File: src/rtl/sound_player.sv
// Note-to-tone generator: turns matcher note codes into fixed-length square-wave
// PCM tones and answers codec sample requests one cycle later.
module sound_player #(
  parameter int unsigned HALF1        = 61,
  parameter int unsigned HALF2        = 54,
  parameter int unsigned HALF3        = 48,
  parameter int unsigned HALF4        = 45,
  parameter int unsigned NOTE_SAMPLES = 16000,
  parameter logic [15:0] AMP          = 16'h2000
) (
  input  logic               iCLK,
  input  logic               iRST,
  input  logic [2:0]         i_sound_num,
  input  logic               i_sample_req,
  output logic signed [15:0] o_sample,
  output logic               o_sample_valid,
  output logic               o_busy,
  output logic [2:0]         o_note
);

  typedef enum logic {IDLE, PLAY} state_t;

  localparam logic [15:0] NEG_AMP = ~AMP + 16'd1;
  localparam logic [19:0] DUR     = NOTE_SAMPLES[19:0];

  state_t      state;
  logic [2:0]  note;
  logic [15:0] half;
  logic [15:0] phase_cnt;
  logic        pol;
  logic [19:0] dur_cnt;

  logic        trig;
  logic [15:0] half_sel;

  always_comb begin
    trig     = (i_sound_num >= 3'd1) && (i_sound_num <= 3'd4);
    half_sel = 16'd0;
    case (i_sound_num)
      3'd1:    half_sel = HALF1[15:0];
      3'd2:    half_sel = HALF2[15:0];
      3'd3:    half_sel = HALF3[15:0];
      3'd4:    half_sel = HALF4[15:0];
      default: half_sel = 16'd0;
    endcase
  end

  always_ff @(posedge iCLK) begin
    if (iRST) begin
      state          <= IDLE;
      note           <= 3'd0;
      half           <= 16'd0;
      phase_cnt      <= 16'd0;
      pol            <= 1'b1;
      dur_cnt        <= 20'd0;
      o_sample       <= 16'sd0;
      o_sample_valid <= 1'b0;
      o_busy         <= 1'b0;
      o_note         <= 3'd0;
    end else begin
      o_sample_valid <= i_sample_req;

      if (i_sample_req) begin
        if (state == PLAY) begin
          o_sample <= $signed(pol ? AMP : NEG_AMP);
          if (phase_cnt == half - 16'd1) begin
            pol       <= ~pol;
            phase_cnt <= 16'd0;
          end else begin
            phase_cnt <= phase_cnt + 16'd1;
          end
          if (dur_cnt != 20'd0) dur_cnt <= dur_cnt - 20'd1;
          if (dur_cnt == 20'd1) begin
            state  <= IDLE;
            o_busy <= 1'b0;
            o_note <= 3'd0;
          end
        end else begin
          o_sample <= 16'sd0;
        end
      end

      // Trigger is applied last so its loads win over the request's updates;
      // a repeat of the playing note only extends the tone (sustain).
      if (trig) begin
        if (state == IDLE || i_sound_num != note) begin
          note      <= i_sound_num;
          half      <= half_sel;
          phase_cnt <= 16'd0;
          pol       <= 1'b1;
        end
        dur_cnt <= DUR;
        state   <= PLAY;
        o_busy  <= 1'b1;
        o_note  <= i_sound_num;
      end
    end
  end

endmodule

File: config.mk
export PLATFORM = sky130hd
export DESIGN_NAME = sound_player
export DESIGN_NICKNAME = d
export VERILOG_FILES = /design/src/rtl/sound_player.sv
export SDC_FILE = /design/constraint.sdc
export NUM_CORES = 1
export LEC_CHECK = 0
export ABC_AREA = 0
export BUFFER_PORTS_ARGS = -buffer_cell sky130_fd_sc_hd__buf_4
export CAP_MARGIN = 5
export CORE_MARGIN = 3
export CORE_UTILIZATION = 40
export CTS_BUF_LIST = sky130_fd_sc_hd__clkbuf_2 sky130_fd_sc_hd__clkbuf_4 sky130_fd_sc_hd__clkbuf_8
export CTS_CLUSTER_DIAMETER = 200
export DETAILED_ROUTE_END_ITERATION = 10
export REMOVE_ABC_BUFFERS = 1
export SETUP_SLACK_MARGIN = 0.5
export SYNTH_ARGS = -nofsm -noshare
export SYNTH_HDL_FRONTEND = slang
export SYNTH_SLANG_ARGS = --single-unit
export TNS_END_PERCENT = 50
File: constraint.sdc
create_clock -name iCLK -period 3.2 [get_ports iCLK]
set_input_delay 0.32 -clock iCLK [delete_from_list [all_inputs] [get_ports iCLK]]
set_output_delay 0.32 -clock iCLK [all_outputs]
set_load 0.1 [all_outputs]
==> metrics.md <==
| Metric | Value |
|---|---|
| Hold/Removal Path Class | input port to flip-flop |
| Final Wtd Congestion | 0.806 |
| Io pins | 27 |
| Final period util | 74.0% |
| CP Launch Type | flip-flop |
| Vias per cell | 4.99 |
| CTS tree | built |
| Highest ir drop seen on vdd | 0.220 mV |
| CTS Root Cell | clkbuf_8 |
| Seq/Total Area, Yosys | 37.4% |
| Worst Tran Pin Value | 0.586 ns |
| Post-CTS Setup Bufs | 0 |
| Chip height | 90.2 um |
| Synth top area share | 37.4% |
| Main flop type after synthesis | dfxtp_1 |
| CTS H-Tree Depth | 2 |
| Flops & latches, synth | 53 |
| Clock Latency Late Sink | 0.31 ns |
| PD cells | 462 nW/um^2 |
| Max-slew headroom | 60.3% |
| Per-cell routed wire length | 12.6 um |
| Top cells by area, synth | dfxtp_1 (37%), xnor2_1 (8.3%), nor2_1 (6.9%) |
| Minimum clock period | 2.37 ns |
| Unrepaired setup endpoints after global routing | no |
| Clock transition at path regs | 0.10 ns |
| CP Class | flip-flop to flip-flop |
| Hold Violations, Final | 0 |
| Grt total ovfl | 0 |
| Unique cell type count in the Yosys netlist | 49 |
| Number of global-route vias before repair | 2055 |
| Max Fclk | 422 MHz |
| Final worst setup slack | 0.832 ns |
| Flop2flop setup slack | 0.83 ns |
| First-pass GRT wire length | 9.52 mm |
| First drt pass iteration count | 4 |
| Max-slew violations | 0 |
| Hold buffer count at CTS | 0 |
| Post-synth EDFFs | 0 |
| Initial DRC count | 57 |
| Area growth, synth to finish | 6.30% |
| Status | finished clean |
| HPWL Detailed | 3.98 mm |
| Clock skew | 0.0128 ns |
| Max Fanout on Critical Path | 16 |
| Mapped Area | 2840 sq um |
| Total number of vias | 2181 |
| Post-CTS sizing | 0 |
| Core box area | 6830 sq um |
| Lkg Pwr | 1.06 nW |
| Mapped Cells | 335 |
| Initial antenna violation count | 0 |
| Async SR Flop Fraction | 0% |
| Fin nets | 353 |
| Crit path required time | 3.43 ns |
| Share of layout cells above drive strength 1 | 10.9% |
| IO buf count | 13 |
| Final setup viols | 0 |
| All-layer global routing usage | 13.9% |
| Max-cap violations | 0 |
| Clk sink count | 53 |
| Ant diodes | 0 |
| Synth warnings | 0 |
| Most frequent cells in the layout | dfxtp_1 (53), nor2_1 (52), nand2_1 (27), xnor2_1 (27), a21oi_1 (22) |
| Starting Density | 41.5% |
| CTS buffer count | 5 |
| Pre-CTS setup slack | 0.858 ns |
| Cell taking the most area after synthesis | dfxtp_1 |
| Most common cell after layout, fill and taps aside | dfxtp_1 |
| Die W | 90.2 um |
| Avg Inst Size Synth | 8.47 sq um |
| Row count | 30 |
| CP Data Arrival Time | 2.60 ns |
| Die area | 8140 sq um |
| Total wire length | 5.49 mm |
| Setup crit end kind | flip-flop |
| Setup tns final | 0 ns |
| Final ANT Viol Nets | 0 |
| Worst-case clock buffer depth | 2 |
| DRC Markers | 0 |
| Largest net degree at the start of global routing | 23 |
[cell usage after synthesis, types with 2 or more instances]
cell type	instances
dfxtp_1	53
nor2_1	52
nand2_1	27
xnor2_1	27
a21oi_1	22
xor2_1	18
nand3_1	16
buf_4	14
inv_1	10
clkbuf_1	8
nand4_1	7
nor3_1	7
nor4_1	7
ha_1	5
o21ai_0	4
or3_1	4
a211oi_1	3
and2_1	3
buf_2	3
nand2b_1	3
nor3b_1	3
a2111oi_2	2
a22oi_1	2
and3_1	2
buf_6	2
nor2_2	2
nor2b_1	2
nor3_2	2
nor4_2	2
o211ai_1	2
o311ai_1	2
or4_1	2
[logic make-up (layout without fill, tap and decap cells)]
group                    after synthesis  after routing  synth area share, %
XOR/XNOR                              45             45                 13.9
AND/OR/NAND/NOR                      151            151                 28.0
adder cells (fa/ha/maj)                5              5                 2.20
flip-flops                            53             53                 37.4
AO/OA/AOI/OAI                         43             43                 10.9
other                                  1             13                0.132
buffers and inverters                 37             31                 7.41
[per-stage QoR]
step           total power (W)  cell area (sq um)  hold slack, ns  utilization (%)  cells
2_1_floorplan         0.000988               2710           0.387                -    320
3_3_place_gp           0.00105               2940           0.449             43.1    431
3_5_place_dp           0.00105               2940           0.452             43.1    431
4_1_cts                0.00141               3020           0.319             44.2    437
5_1_grt                0.00146               3020           0.330             44.2    437
6_report               0.00139               3020           0.324             44.2    437
[area by class of cell]
class	instances	area (sq um)
fillers	702	3810
repair buffers	15	113
clock inverters	1	5.00
flip-flops and latches	53	1060
well taps	96	120
multi-input cells	257	1610
clock buffers	5	68.8
inverters	10	37.5
[power breakdown]
part / switching (W) / internal, W
Combinational: 0.000224 / 0.0000919
Sequential: 0.0000331 / 0.000686
Clock: 0.000214 / 0.000145
[worst max-delay path, cell delays in order, from the launching register on]
cell and delay [ns]:
dfxtp_1 0.49, inv_1 0.12, ha_1 0.26, and4_1 0.22, nand4_1 0.09, a211oi_1 0.08
o311ai_1 0.50, nand2_2 0.32, a21oi_1 0.19
[per-layer routing]
layer,global-route usage [%],up-vias,part of all wire [%]
li1,-,1131,-
met3,2.51,8,3.4
met5,0,-,0
met2,23.6,34,47
met1,17.9,1008,48
met4,4.59,0,1.4
[registers in the layout (all words and copies together) (netlist names)]
name	count
dur_cnt	20
half	5
note	3
o_busy	1
o_note	3
o_sample	2
o_sample_valid	1
phase_cnt	16
pol	1
state	1
[path summary, 6_finish.rpt]
path                   startpoint  cells past startpoint                         to
min                  i_sample_req                      3  o_sample_valid$_SDFF_PP0_
min reg2reg   o_busy$_SDFFE_PP0P_                      2        o_busy$_SDFFE_PP0P_
max reg2reg  half[3]$_SDFFE_PP0P_                      8    phase_cnt[1]$_SDFF_PP0_
max          half[3]$_SDFFE_PP0P_                      8    phase_cnt[1]$_SDFF_PP0_
(Power assumes the default switching activity.)
